--- config.mk ---
export PLATFORM = sky130hd
export DESIGN_NAME = hd44780_bus_sender
export DESIGN_NICKNAME = d
export VERILOG_FILES = /design/src/rtl/hd44780_bus_sender.sv
export SDC_FILE = /design/constraint.sdc
export NUM_CORES = 1
export LEC_CHECK = 0
export ABC_AREA = 1
export CAP_MARGIN = 5
export CORE_ASPECT_RATIO = 1.75
export CORE_MARGIN = 2
export CORE_UTILIZATION = 45
export DETAILED_ROUTE_END_ITERATION = 8
export GPL_ROUTABILITY_DRIVEN = 0
export PLACE_DENSITY = 0.67
export SKIP_CTS_REPAIR_TIMING = 1
export SLEW_MARGIN = 0
export SYNTH_ARGS = -nofsm -noshare
export SYNTH_HDL_FRONTEND = slang
export SYNTH_SLANG_ARGS = --single-unit
--- constraint.sdc ---
create_clock -name CLK_I -period 2.3 [get_ports CLK_I]
set_input_delay 0.345 -clock CLK_I [delete_from_list [all_inputs] [get_ports CLK_I]]
set_output_delay 0.345 -clock CLK_I [all_outputs]
set_load 0.005 [all_outputs]
--- src/rtl/hd44780_bus_sender.sv ---
// -----------------------------------------------------------------------------
// hd44780_bus_sender
//
// Drives one complete HD44780 write cycle for a command or data byte on a
// 4-bit or 8-bit LCD bus. This covers RS/data setup, the E pulse, the hold
// time and an optional settle delay requested by the caller. A 4-bit full
// byte is sent as two nybbles, upper nybble first. With i_half=1 only the
// upper nybble is sent, which the LCD init sequence needs.
//
// Handshake: a request is taken on any rising edge where the FSM is IDLE
// and STB_I=1. o_busy is then high from the following cycle until the
// transfer is done. STB_I is ignored while o_busy=1, and requests are not
// queued. The cycle after the last busy cycle has o_busy=0 and o_ack=1 for
// exactly one cycle. That ack cycle is IDLE, so STB_I=1 there starts the
// next transfer on the same edge.
//
// Parameters
//   BUS_WIDTH   4 or 8, LCD data bus width
//   TIMER_BITS  width of i_wait and of the settle count
//   SETUP_CYC   cycles RS/data are stable before E rises (0 acts as 1)
//   E_HIGH_CYC  cycles E is high (0 acts as 1)
//   HOLD_CYC    cycles RS/data are held after E falls (0 acts as 1)
//
// Ports
//   CLK_I       system clock, rising edge
//   RST_I       asynchronous active-low reset
//   STB_I       transfer request, sampled only while idle
//   i_rs        register select for this transfer
//   i_data      byte to send
//   i_half      4-bit mode only: send the upper nybble alone
//   i_wait      settle cycles after the final hold (0 = no settle phase)
//   o_busy      transfer in progress
//   o_ack       one-cycle completion strobe
//   o_rs        LCD RS pin
//   o_e         LCD E pin (registered, glitch-free)
//   o_lcd_data  LCD data pins
//   o_state     current FSM state, for debug (IDLE encodes as 0)
// -----------------------------------------------------------------------------
module hd44780_bus_sender #(
    parameter int BUS_WIDTH  = 4,
    parameter int TIMER_BITS = 16,
    parameter int SETUP_CYC  = 2,
    parameter int E_HIGH_CYC = 12,
    parameter int HOLD_CYC   = 2
) (
    input  logic                  CLK_I,
    input  logic                  RST_I,
    input  logic                  STB_I,
    input  logic                  i_rs,
    input  logic [7:0]            i_data,
    input  logic                  i_half,
    input  logic [TIMER_BITS-1:0] i_wait,
    output logic                  o_busy,
    output logic                  o_ack,
    output logic                  o_rs,
    output logic                  o_e,
    output logic [BUS_WIDTH-1:0]  o_lcd_data,
    output logic [2:0]            o_state
);

    // A cycle count of zero is treated as one.
    localparam int S_EFF = (SETUP_CYC  < 1) ? 1 : SETUP_CYC;
    localparam int E_EFF = (E_HIGH_CYC < 1) ? 1 : E_HIGH_CYC;
    localparam int H_EFF = (HOLD_CYC   < 1) ? 1 : HOLD_CYC;

    localparam int MAX_SE = (S_EFF > E_EFF) ? S_EFF : E_EFF;
    localparam int MAX_PH = (MAX_SE > H_EFF) ? MAX_SE : H_EFF;
    localparam int PH_W   = $clog2(MAX_PH + 1);

    // The counter must be wide enough for every phase length. That
    // includes the largest i_wait, which is loaded as i_wait-1, so it
    // never wraps.
    localparam int CNT_W = (TIMER_BITS > PH_W) ? TIMER_BITS : PH_W;

    localparam logic [CNT_W-1:0] S_LOAD = CNT_W'(S_EFF - 1);
    localparam logic [CNT_W-1:0] E_LOAD = CNT_W'(E_EFF - 1);
    localparam logic [CNT_W-1:0] H_LOAD = CNT_W'(H_EFF - 1);

    if (BUS_WIDTH != 4 && BUS_WIDTH != 8) begin : g_bad_width
        $error("hd44780_bus_sender: BUS_WIDTH must be 4 or 8");
    end

    typedef enum logic [2:0] {
        IDLE   = 3'd0,
        SETUP  = 3'd1,
        EHIGH  = 3'd2,
        HOLD   = 3'd3,
        SETTLE = 3'd4
    } state_t;

    state_t                 state;
    logic [CNT_W-1:0]       cnt;
    logic [BUS_WIDTH-1:0]   data_q;     // low BUS_WIDTH bits of the byte
    logic                   half_q;
    logic [TIMER_BITS-1:0]  wait_q;
    logic                   second;     // second nybble is on the bus
    logic [BUS_WIDTH-1:0]   first_word;
    logic                   two_phase;

    // First word on the bus: the upper nybble in 4-bit mode, the whole
    // byte in 8-bit mode. data_q holds the second word in 4-bit mode.
    if (BUS_WIDTH == 8) begin : g_w8
        assign first_word = i_data;
    end else begin : g_w4
        assign first_word = i_data[7:4];
    end

    assign two_phase = (BUS_WIDTH == 4) && !half_q;
    assign o_state   = state;

    always_ff @(posedge CLK_I or negedge RST_I) begin
        if (!RST_I) begin
            state      <= IDLE;
            cnt        <= '0;
            data_q     <= '0;
            half_q     <= 1'b0;
            wait_q     <= '0;
            second     <= 1'b0;
            o_busy     <= 1'b0;
            o_ack      <= 1'b0;
            o_rs       <= 1'b0;
            o_e        <= 1'b0;
            o_lcd_data <= '0;
        end else begin
            o_ack <= 1'b0;
            case (state)
                IDLE: begin
                    if (STB_I) begin
                        data_q     <= i_data[BUS_WIDTH-1:0];
                        half_q     <= i_half;
                        wait_q     <= i_wait;
                        second     <= 1'b0;
                        o_busy     <= 1'b1;
                        o_rs       <= i_rs;
                        o_lcd_data <= first_word;
                        cnt        <= S_LOAD;
                        state      <= SETUP;
                    end
                end
                SETUP: begin
                    if (cnt == '0) begin
                        o_e   <= 1'b1;
                        cnt   <= E_LOAD;
                        state <= EHIGH;
                    end else begin
                        cnt <= cnt - CNT_W'(1);
                    end
                end
                EHIGH: begin
                    if (cnt == '0) begin
                        o_e   <= 1'b0;
                        cnt   <= H_LOAD;
                        state <= HOLD;
                    end else begin
                        cnt <= cnt - CNT_W'(1);
                    end
                end
                HOLD: begin
                    if (cnt == '0) begin
                        if (two_phase && !second) begin
                            second     <= 1'b1;
                            o_lcd_data <= data_q;
                            cnt        <= S_LOAD;
                            state      <= SETUP;
                        end else if (wait_q != '0) begin
                            cnt   <= CNT_W'(wait_q) - CNT_W'(1);
                            state <= SETTLE;
                        end else begin
                            o_busy <= 1'b0;
                            o_ack  <= 1'b1;
                            state  <= IDLE;
                        end
                    end else begin
                        cnt <= cnt - CNT_W'(1);
                    end
                end
                SETTLE: begin
                    if (cnt == '0) begin
                        o_busy <= 1'b0;
                        o_ack  <= 1'b1;
                        state  <= IDLE;
                    end else begin
                        cnt <= cnt - CNT_W'(1);
                    end
                end
                default: begin
                    o_busy <= 1'b0;
                    o_e    <= 1'b0;
                    state  <= IDLE;
                end
            endcase
        end
    end

endmodule

==> flow_metrics.py <==
metrics = {
    "run_status": {
        "outcome": "finished clean",
    },
    "cts": {
        "path_clk_slew_ns": 0.07,
        "cts_buffers": 5,
        "numClockSinks": 49,
        "clock_path_buffers": 2,
        "cts_tree": "done",
        "cts_root_buf": "clkbuf_16",
        "cts.htree.levels": 2,
        "insertion_delay_ns": 0.29,
    },
    "timing": {
        "setup_tns_ns": 0,
        "finalHoldViolations": 0,
        "slew_violations": 0,
        "post-route-period-util_pct": 85.8,
        "finClkSkew_ns": 0.00609,
        "worst_slew_pin_slew_ns": 0.804,
        "slew_headroom_pct": 46.1,
        "setup_viol_count_final": 0,
        "fin_ws_ns": 0.326,
        "clock.fmax_mhz": 507,
        "rsz0062_at_grt": "false",
        "min_period_ns": 1.97,
    },
    "yosys": {
        "syn_area_per_cell_um2": 6.73,
        "ys_seq_area_share_pct": 40.0,
        "synth_area_leader_cell": "dfrtp_1",
        "synth_nets": 487,
        "async_reset_ff_share_pct": 100,
        "syn_inst": 456,
        "synth_area_um2": 3070,
        "synth_edf_count": 0,
        "ys_types": 30,
        "synthMostInstantiatedCell": "nand2_1",
        "yosys_most_used_dff": "dfrtp_1",
        "ys_top_cells_by_count": "184 x nand2_1, 56 x nor2_1, 49 x dfrtp_1",
        "synthTopCellsByArea": "dfrtp_1 40%, nand2_1 23%, nor2_1 6.8%, o21ai_0 4.7%, inv_1 4.5%",
        "yosys_warnings": 0,
        "synth_top_area_share_pct": 40.0,
        "synth-seq-cells": 49,
    },
    "die": {
        "coreArea_um2": 6590,
        "dieArea_um2": 7520,
        "die_y_um": 113,
        "rows": 39,
        "io_pins": 40,
        "dieWidth_um": 66.4,
        "start_util_pct": 46.6,
    },
    "global_route": {
        "grt_pass1_wl_mm": 13.4,
        "gr-total-overflow": 0,
        "grt_pass1_vias": 2965,
        "antenna_found_initial": 0,
        "grt_max_degree": 36,
        "track_usage_pct": 22.9,
    },
    "detailed_routing": {
        "drcViolationCount": 0,
        "vias": 2914,
        "avgRoutedWirePerCell_um": 13.2,
        "dr.pass1.iters": 4,
        "wl_mm": 7.67,
        "drtIter0Drc": 130,
        "via_per_inst": 5.02,
        "ant_nets": 0,
    },
    "finish": {
        "n_antenna_cell": 0,
        "finalNetCount": 529,
        "drive_gt1_share_pct": 6.61,
        "area_growth_pct": 20.3,
    },
    "critical_path": {
        "reg2reg_setup_slack_ns": 0.33,
        "critPathMaxFanout": 17,
        "r2r-end": "cnt[0]",
        "arrival_ns": 2.16,
        "endpoint_kind": "flip-flop",
        "cp-start-kind": "flip-flop",
        "reg2reg_from": "o_state[0]",
        "critPathKind": "flip-flop to flip-flop",
        "crit_required_ns": 2.48,
        "reg2regPathDepth": 10,
    },
    "placement": {
        "dp_hpwl_mm": 5.90,
        "pre_cts_ws_ns": 0.234,
        "io_buffers": 39,
    },
    "pwr": {
        "clockPowerShare_pct": 14.6,
        "p_int_uw": 2600,
        "ir_worst_vdd_v": 0.000820,
        "seqPwrFrac_pct": 30.5,
        "switching_power_uw": 2390,
        "comb_power_share_pct": 54.9,
        "power-per-cell-area_nw_per_um2": 1350,
        "netSwitchingFraction_pct": 47.8,
        "power.leakage_uw": 0.00183,
    },
    "min_path": {
        "min_path_type": "primary input to asynchronous set/reset pin",
    },
    "flow_run": {
        "max_cap_viol_count": 0,
    },
}
cell families (layout without fill, tap and decap cells):
| logic type | count (synthesis) | count (layout) | synth area share [%] |
|---|---|---|---|
| AO/OA/AOI/OAI | 41 | 41 | 7.17 |
| buffers and inverters | 50 | 93 | 6.73 |
| XOR/XNOR | 15 | 15 | 4.28 |
| flip-flops | 49 | 49 | 40.0 |
| adder cells (fa/ha/maj) | 2 | 2 | 0.815 |
| AND/OR/NAND/NOR | 299 | 299 | 41.1 |
area by class of cell:
| type | instances | area, um^2 |
|---|---|---|
| Tap cell | 82 | 103 |
| Multi-Input combinational cell | 357 | 1640 |
| Inverter | 43 | 164 |
| Fill cell | 671 | 2890 |
| Timing Repair Buffer | 42 | 420 |
| Clock inverter | 2 | 15.0 |
| Clock buffer | 6 | 129 |
| Sequential cell | 49 | 1230 |
cell usage in the layout, fill, tap and decap left out, types with 2 or more instances in the layout:
| cell | synthesis | routed |
|---|---|---|
| nand2_1 | 184 | 184 |
| nor2_1 | 56 | 56 |
| dfrtp_1 | 49 | 49 |
| clkdlybuf4s50_1 | 0 | 38 |
| inv_1 | 37 | 37 |
| o21ai_0 | 29 | 29 |
| nand3_1 | 26 | 26 |
| xor2_1 | 11 | 11 |
| nor2_2 | 9 | 9 |
| nand4_1 | 8 | 8 |
| nor3_1 | 5 | 5 |
| clkbuf_16 | 0 | 5 |
| nand2_2 | 4 | 4 |
| a31oi_1 | 4 | 4 |
| xnor2_1 | 4 | 4 |
| inv_2 | 3 | 3 |
| clkinv_1 | 2 | 2 |
| nor2_4 | 2 | 2 |
| o31ai_1 | 2 | 2 |
| nand3b_1 | 2 | 2 |
| o21ai_1 | 2 | 2 |
| a21oi_1 | 2 | 2 |
| ha_1 | 2 | 2 |
| clkinvlp_4 | 0 | 2 |
| buf_4 | 0 | 2 |
flip-flops by register name, summed over array words and instances, names as in the netlist:
signal	count
cnt	16
wait_q	16
data_q	4
o_lcd_data	4
o_state	3
half_q	1
o_ack	1
o_busy	1
o_e	1
o_rs	1
second	1
metrics by stage:
stage / hold slack (ns) / util, % / total power, uW / instance area, um^2 / instances
finish: 0.0379 / 56.1 / 4990 / 3690 / 581
CTS: 0.0613 / 56.1 / 5020 / 3690 / 581
detailed placement: 0.376 / 53.9 / 4270 / 3550 / 573
global route: 0.0785 / 56.1 / 5500 / 3690 / 581
global placement: 0.364 / 53.9 / 4230 / 3550 / 573
floorplan: 0.0494 / - / 3500 / 3070 / 456
metal layers:
metal / global-route usage, % / part of all wire, % / vias to the layer above / routed length, um
li1: - / - / 1514 / -
met1: 26.3 / 41 / 1335 / 3140
met2: 41.6 / 54 / 58 / 4170
met3: 3.68 / 3.3 / 7 / 257
met4: 7.76 / 1.4 / 0 / 105
met5: 0 / 0 / - / 0
power groups by stage:
stage | logic, uW | registers [uW] | clock network, uW
CTS | 2760 | 1520 | 745
global placement | 2710 | 1520 | 0
floorplan | 2030 | 1470 | 0
finish | 2740 | 1520 | 729
detailed placement | 2740 | 1530 | 0
global route | 3150 | 1570 | 785
worst max path at each step:
stage,startpoint,endpoint,slack [ns],cells after the start
CTS,o_state[0],cnt[0],0.32,10
floorplan,cnt[0],cnt[1],0.66,12
global route,o_state[0],cnt[13],0.16,10
finish,o_state[0],cnt[0],0.33,10
detailed placement,STB_I,wait_q[11],0.23,4
global placement,STB_I,wait_q[0],0.26,4
critical path: stages (launching register included):
cell     delay [ns]
dfrtp_1        0.41
inv_2          0.06
nor2_1         0.13
nand2_1        0.28
buf_4          0.28
nor2_2         0.11
nand2_2        0.07
nand3_4        0.22
inv_4          0.14
nand2_1        0.10
nand2_1        0.05
Power figures use the tool's default switching activity.
